### src/rtl/vec_ctrl_sequencer.sv
// -----------------------------------------------------------------------------
// vec_ctrl_sequencer
//
// ID-stage vector control sequencer. Decodes the 4-bit vector ISA and, for
// SUMFV/MULFV, walks the element indices 0..vlen-1. Each element gets one
// memory read enable, then one write enable PIPE_LAT non-stalled cycles later,
// which matches the latency of the vector ALU pipeline.
//
// Opcodes: 0 INCRI, 1 INCRJ, 2 SETN, 3 SUMFV, 4 MULFV, 5 NOP, others = NOP.
//
// Ports:
//   clk, rst_n       clock (rising edge), asynchronous active-low reset
//   instr_valid      opcode valid; accepted when instr_valid && ready
//   opcode[OPW]      instruction opcode
//   setn_val[CNT_W]  SETN immediate (clamped to VLEN_MAX)
//   stall_in         downstream stall, freezes RUN/DRAIN, ignored in IDLE
//   ready            high in IDLE
//   vec_alu_op       0 = add (SUMFV), 1 = mul (MULFV); holds between ops
//   r_mem_1/r_mem_2  read enables for MULFV / SUMFV
//   w_mem_2/w_mem_3  write enables for MULFV / SUMFV
//   r_idx/w_idx      element index accompanying the read / write enable
//   idx_i/idx_j      loop registers i and j
//   vlen             current vector length n
//   busy             high in RUN or DRAIN
//   done             one-cycle pulse after the last write of a vector op
//   perf_busy_cnt    cycles spent busy (saturating)
//   perf_stall_cnt   cycles spent busy and stalled (saturating)
//
// Build option: define VEC_CTRL_PERF_CNT_EN to build the two performance
// counters; otherwise the perf ports are tied to zero.
//
// The memory enables are the only outputs not taken straight from a flop:
// they are qualified by stall_in in the same cycle so a stalled cycle can
// never issue an access that the frozen counters would then repeat.
// -----------------------------------------------------------------------------
module vec_ctrl_sequencer #(
    parameter int OPW      = 4,
    parameter int VLEN_MAX = 16,
    parameter int CNT_W    = $clog2(VLEN_MAX + 1),
    parameter int IDX_W    = 8,
    parameter int PIPE_LAT = 1
) (
    input  logic             clk,
    input  logic             rst_n,
    input  logic             instr_valid,
    input  logic [OPW-1:0]   opcode,
    input  logic [CNT_W-1:0] setn_val,
    input  logic             stall_in,
    output logic             ready,
    output logic             vec_alu_op,
    output logic             r_mem_1,
    output logic             r_mem_2,
    output logic             w_mem_2,
    output logic             w_mem_3,
    output logic [CNT_W-1:0] r_idx,
    output logic [CNT_W-1:0] w_idx,
    output logic [IDX_W-1:0] idx_i,
    output logic [IDX_W-1:0] idx_j,
    output logic [CNT_W-1:0] vlen,
    output logic             busy,
    output logic             done,
    output logic [31:0]      perf_busy_cnt,
    output logic [31:0]      perf_stall_cnt
);

    typedef enum logic [1:0] {
        S_IDLE  = 2'd0,
        S_RUN   = 2'd1,
        S_DRAIN = 2'd2
    } state_t;

    localparam logic [OPW-1:0]   OP_INCRI   = OPW'(0);
    localparam logic [OPW-1:0]   OP_INCRJ   = OPW'(1);
    localparam logic [OPW-1:0]   OP_SETN    = OPW'(2);
    localparam logic [OPW-1:0]   OP_SUMFV   = OPW'(3);
    localparam logic [OPW-1:0]   OP_MULFV   = OPW'(4);
    localparam logic [CNT_W-1:0] VLEN_MAX_C = CNT_W'(VLEN_MAX);

    // Registered state
    state_t             state_q,  state_d;
    logic [CNT_W-1:0]   vlen_q,   vlen_d;
    logic [IDX_W-1:0]   idx_i_q,  idx_i_d;
    logic [IDX_W-1:0]   idx_j_q,  idx_j_d;
    logic               op_mul_q, op_mul_d;
    logic [CNT_W-1:0]   rd_cnt_q, rd_cnt_d;
    logic               done_q,   done_d;
    // Write-side pipeline: one valid/index pair per ALU stage.
    logic               sr_vld_q [PIPE_LAT];
    logic               sr_vld_d [PIPE_LAT];
    logic [CNT_W-1:0]   sr_idx_q [PIPE_LAT];
    logic [CNT_W-1:0]   sr_idx_d [PIPE_LAT];

    // Per-cycle qualifiers
    logic active;
    logic advance;
    logic rd_fire;
    logic wr_fire;
    logic last_rd;
    logic last_wr;

    assign active  = (state_q != S_IDLE);
    assign advance = active && !stall_in;
    assign rd_fire = (state_q == S_RUN) && !stall_in;
    assign wr_fire = advance && sr_vld_q[PIPE_LAT-1];
    // vlen cannot change while busy (SETN is only accepted in IDLE), so the
    // last element is simply index vlen-1 on either side of the pipeline.
    assign last_rd = rd_fire && (rd_cnt_q == vlen_q - CNT_W'(1));
    assign last_wr = wr_fire && (sr_idx_q[PIPE_LAT-1] == vlen_q - CNT_W'(1));

    // -------------------------------------------------------------------------
    // Next-state / datapath logic
    // -------------------------------------------------------------------------
    always_comb begin
        // NOTE: every variable gets its hold value first so no path through the
        // case statements can leave one unassigned and infer a latch.
        state_d  = state_q;
        vlen_d   = vlen_q;
        idx_i_d  = idx_i_q;
        idx_j_d  = idx_j_q;
        op_mul_d = op_mul_q;
        rd_cnt_d = rd_cnt_q;
        done_d   = 1'b0;
        for (int i = 0; i < PIPE_LAT; i++) begin
            sr_vld_d[i] = sr_vld_q[i];
            sr_idx_d[i] = sr_idx_q[i];
        end

        case (state_q)
            S_IDLE: begin
                if (instr_valid) begin
                    case (opcode)
                        OP_INCRI: idx_i_d = idx_i_q + IDX_W'(1);
                        OP_INCRJ: idx_j_d = idx_j_q + IDX_W'(1);
                        OP_SETN:  vlen_d  = (setn_val > VLEN_MAX_C) ? VLEN_MAX_C : setn_val;
                        OP_SUMFV, OP_MULFV: begin
                            op_mul_d = (opcode == OP_MULFV);
                            rd_cnt_d = '0;
                            for (int i = 0; i < PIPE_LAT; i++) begin
                                sr_vld_d[i] = 1'b0;
                                sr_idx_d[i] = '0;
                            end
                            // An empty vector completes without ever leaving IDLE.
                            if (vlen_q == '0) begin
                                done_d = 1'b1;
                            end else begin
                                state_d = S_RUN;
                            end
                        end
                        default: ; // NOP and unknown opcodes hold everything
                    endcase
                end
            end

            S_RUN: begin
                if (rd_fire) begin
                    if (last_rd) begin
                        state_d = S_DRAIN;
                    end else begin
                        rd_cnt_d = rd_cnt_q + CNT_W'(1);
                    end
                end
            end

            S_DRAIN: begin
                if (last_wr) begin
                    state_d = S_IDLE;
                    done_d  = 1'b1;
                end
            end

            default: state_d = S_IDLE;
        endcase

        // The write pipeline only moves on non-stalled busy cycles, so write k
        // lands exactly PIPE_LAT advancing cycles after read k.
        if (advance) begin
            for (int i = PIPE_LAT - 1; i > 0; i--) begin
                sr_vld_d[i] = sr_vld_q[i-1];
                sr_idx_d[i] = sr_idx_q[i-1];
            end
            sr_vld_d[0] = rd_fire;
            sr_idx_d[0] = rd_cnt_q;
        end
    end

    // -------------------------------------------------------------------------
    // State register
    // -------------------------------------------------------------------------
    always_ff @(posedge clk or negedge rst_n) begin
        if (!rst_n) begin
            state_q  <= S_IDLE;
            vlen_q   <= '0;
            idx_i_q  <= '0;
            idx_j_q  <= '0;
            op_mul_q <= 1'b0;
            rd_cnt_q <= '0;
            done_q   <= 1'b0;
            // NOTE: the index pipeline is reset too, even though only its
            // valid bits matter for control, so w_idx is defined out of reset.
            for (int i = 0; i < PIPE_LAT; i++) begin
                sr_vld_q[i] <= 1'b0;
                sr_idx_q[i] <= '0;
            end
        end else begin
            // NOTE: non-blocking assignments so every flop samples the values
            // from before this edge regardless of statement order.
            state_q  <= state_d;
            vlen_q   <= vlen_d;
            idx_i_q  <= idx_i_d;
            idx_j_q  <= idx_j_d;
            op_mul_q <= op_mul_d;
            rd_cnt_q <= rd_cnt_d;
            done_q   <= done_d;
            for (int i = 0; i < PIPE_LAT; i++) begin
                sr_vld_q[i] <= sr_vld_d[i];
                sr_idx_q[i] <= sr_idx_d[i];
            end
        end
    end

    // -------------------------------------------------------------------------
    // Outputs
    // -------------------------------------------------------------------------
    assign ready      = (state_q == S_IDLE);
    assign busy       = active;
    assign done       = done_q;
    assign vec_alu_op = op_mul_q;
    assign vlen       = vlen_q;
    assign idx_i      = idx_i_q;
    assign idx_j      = idx_j_q;
    assign r_idx      = rd_cnt_q;
    assign w_idx      = sr_idx_q[PIPE_LAT-1];

    assign r_mem_1 = rd_fire &&  op_mul_q;
    assign r_mem_2 = rd_fire && !op_mul_q;
    assign w_mem_2 = wr_fire &&  op_mul_q;
    assign w_mem_3 = wr_fire && !op_mul_q;

`ifdef VEC_CTRL_PERF_CNT_EN
    logic [31:0] busy_cnt_q;
    logic [31:0] stall_cnt_q;

    always_ff @(posedge clk or negedge rst_n) begin
        if (!rst_n) begin
            busy_cnt_q  <= '0;
            stall_cnt_q <= '0;
        end else begin
            if (active && (busy_cnt_q != '1)) begin
                busy_cnt_q <= busy_cnt_q + 32'd1;
            end
            if (active && stall_in && (stall_cnt_q != '1)) begin
                stall_cnt_q <= stall_cnt_q + 32'd1;
            end
        end
    end

    assign perf_busy_cnt  = busy_cnt_q;
    assign perf_stall_cnt = stall_cnt_q;
`else
    assign perf_busy_cnt  = '0;
    assign perf_stall_cnt = '0;
`endif

endmodule
### config.mk
export PLATFORM = sky130hd
export DESIGN_NAME = vec_ctrl_sequencer
export DESIGN_NICKNAME = d
export VERILOG_FILES = /design/src/rtl/vec_ctrl_sequencer.sv
export SDC_FILE = /design/constraint.sdc
export NUM_CORES = 1
export LEC_CHECK = 0
export BUFFER_PORTS_ARGS = -buffer_cell sky130_fd_sc_hd__clkbuf_2
export CAP_MARGIN = 5
export CORE_ASPECT_RATIO = 0.5
export CORE_MARGIN = 5
export CORE_UTILIZATION = 45
export CTS_BUF_LIST = sky130_fd_sc_hd__clkbuf_16
export DETAILED_ROUTE_END_ITERATION = 8
export PLACE_DENSITY = 0.78
export SETUP_SLACK_MARGIN = 0.2
export SLEW_MARGIN = 20
export SYNTH_ARGS = -nofsm -noshare
export SYNTH_HDL_FRONTEND = slang
export SYNTH_SLANG_ARGS = --single-unit
### constraint.sdc
create_clock -name clk -period 2.75 [get_ports clk]
set_clock_uncertainty 0.2 [all_clocks]
set_input_delay 0.1375 -clock clk [delete_from_list [all_inputs] [get_ports clk]]
set_output_delay 0.1375 -clock clk [all_outputs]
set_load 0.005 [all_outputs]
==> qor.yml <==
vias: 1811
rr_worst_depth: 5
port_buffers: 51
seq_area_frac_synth: 0.379
irDropWorstVdd_mv: 0.332
final_common_cell: "conb_1"
layout_common_cells: "64 x conb_1, 51 x clkbuf_2, 36 x dfrtp_1"
setup_viol: 0
power_w: 0.00224
crit_chain: "or4b_1, nor4_4, nand4_4, nor2_2, xor2_1"
core_um2: 5020
crit_family: "simple AND/OR/NAND/NOR gates"
drc: 0
fmax_ghz: 0.430
diodes: 0
rrSetupSlack_ns: 0.42
reg2reg_from: "state_q[0]"
layout-drive-gt1-share: 0.245
min_path_type: "in2reg"
critPathBufInv: 0
crit_type: "reg2reg"
slew_viol_final: 0
grt_pass1_vias: 1751
end_kind: "flip-flop"
grtUsageTotal: 0.155
synth_edf_count: 0
die_area_um2: 6930
status: "finished, final reports clean"
final_hold_viol_count: 0
grt_pass1_wl_um: 8490
cts_root_buf: "clkbuf_16"
routed_via_density: 4.67
cp_slowest_cell: "or4b_1"
fin_util: 0.546
synthFlopType: "dfrtp_1"
grt_overflow: 0
hold_end: "state_q[0]"
wire_per_inst_um: 14.0
clkTransAtPathRegs_ns: 0.06
h-tree-depth: 2
worstHoldStart: "opcode[3]"
num_rows: 18
worstPathArrival_ns: 2.32
place_hpwl_um: 3840
clkLatencyLatePin_ns: 0.28
worst_pin_slew_ns: 0.914
cts.path.max_buffers: 2
slew_headroom: 0.390
n_fill_cell: 413
dr.pass1.iters: 4
pwr_density_cell_nw_per_um2: 817
crit_path_max_incr_delay_ns: 0.72
numCtsBuffers: 5
antenna_found_initial: 0
cts_sinks: 36
path_depth: 5
die_w_um: 113
max_cap_viol_count: 0
min_delay_path_depth: 4
synthCells: 248
grt_start_max_net_pins: 37
netlist_area_um2: 2380
rsz0062_at_grt: "no"
ys_ff_latch: 36
io_pins: 116
fin_setup_tns_ns: 0
crit_required_ns: 2.75
fp.dieH_um: 61.4
ys_types: 40
cp_max_fo: 8
cts_tree: "done"
yosysWarnings: 0
ant_nets: 0
async_flop_share: 1.00
areaGrowthSynthToFinish_pct: 15.3
start_util: 0.474
postRouteWirelength_um: 5430
drtIter0Drc: 49
timing.rr.end: "idx_i[5]"
gpl.final_weighted_congestion: 0.883
p_leak_nw: 1.41
min_period_over_period: 0.846
worstSetupStartpointType: "flip-flop"
fin_crit_ns: 2.33
finalNetCount: 334
synth.avg_cell_area_um2: 9.60
## area by class of cell
| cell class | instances | area [um^2] | share of cell area |
|---|---|---|---|
| multi-input cells | 201 | 1200 | 0.438 |
| well taps | 70 | 87.6 | 0.0319 |
| repair buffers | 65 | 385 | 0.140 |
| flip-flops and latches | 36 | 901 | 0.328 |
| clock inverters | 3 | 13.8 | 0.00502 |
| inverters | 8 | 30.0 | 0.0109 |
| clock buffers | 5 | 125 | 0.0456 |
## where the power goes
part	internal, W	leakage, nW	switching, W	total [W]
Combinational	0.000406	0.863	0.000422	0.000828
Clock	0.000329	0.0710	0.000209	0.000538
Sequential	0.000666	0.472	0.000209	0.000875
## per-stage QoR
stage / setup slack, ns / hold WS [ns] / cell area, um^2 / cells
after floorplan: 0.504 / -0.358 / 2620 / 311
after global placement: 0.380 / 0.0895 / 2480 / 367
after detailed placement: 0.198 / 0.102 / 2480 / 367
after CTS: 0.343 / 0.0206 / 2720 / 385
after global routing: 0.305 / 0.0437 / 2740 / 388
final: 0.423 / 0.0261 / 2740 / 388
## per-layer routing
metal | track usage | vias to the layer above | part of all wire
li1 | - | 845 | -
met5 | 0 | - | 0
met3 | 0.0314 | 18 | 0.095
met2 | 0.306 | 99 | 0.50
met4 | 0.0685 | 0 | 0.027
met1 | 0.167 | 849 | 0.37
## logic make-up after synthesis
logic type | after synthesis | synth area share
multiplexers | 6 | 0.0284
adder cells (fa/ha/maj) | 4 | 0.0210
AND/OR/NAND/NOR | 75 | 0.182
buffers and inverters | 74 | 0.218
other | 1 | 0.00158
AO/OA/AOI/OAI | 26 | 0.0683
flip-flops | 36 | 0.379
XOR/XNOR | 26 | 0.101
## flip-flops by register name (all words and copies together) (netlist names)
signal,count
done,1
idx_i,8
idx_j,8
r_idx,5
sr_vld_q,1
state_q,2
vec_alu_op,1
vlen,5
w_idx,5
## worst register-to-register path: cells and delay by family, from the launching register on
kind,cells,cell delay (ns)
xor+xnor,1,0.16
flops,1,0.44
simple gates,4,1.44
## synth_stat cells (2+ instances only)
master | count | area share
buf_4 | 64 | 0.20
nor2_2 | 3 | 0.0079
o21ai_0 | 10 | 0.021
nand4_1 | 6 | 0.016
and3_1 | 6 | 0.016
xnor2_1 | 17 | 0.063
nor2_1 | 11 | 0.017
nand3_1 | 5 | 0.011
ha_1 | 4 | 0.021
o21a_1 | 2 | 0.0063
nor3_1 | 3 | 0.0063
nand2_1 | 21 | 0.033
o22ai_1 | 3 | 0.0079
a21oi_1 | 5 | 0.011
dfrtp_1 | 36 | 0.38
nand2b_1 | 9 | 0.024
mux2_2 | 6 | 0.028
xor2_1 | 8 | 0.029
inv_1 | 8 | 0.013
## worst max path at each step
stage	from	endpoint	slack, ns
final	state_q[0]	idx_i[5]	0.42
after global routing	vlen[0]	r_idx[0]	0.30
after CTS	vlen[0]	r_idx[1]	0.34
after detailed placement	vlen[0]	r_idx[1]	0.20
after global placement	vlen[0]	r_idx[0]	0.38
after floorplan	vlen[0]	r_idx[0]	0.50
## repair_timing
| action | in CTS | in global routing |
|---|---|---|
| resized for setup | 1 | 0 |
| hold buffers | 10 | 0 |
| endpoints found under the setup margin | 2 | 2 |
| pin swaps | 0 | 1 |
| buffers inserted | 0 | 3 |
| endpoints found under the hold margin | 41 | 0 |
Power figures use the tool's default switching activity.
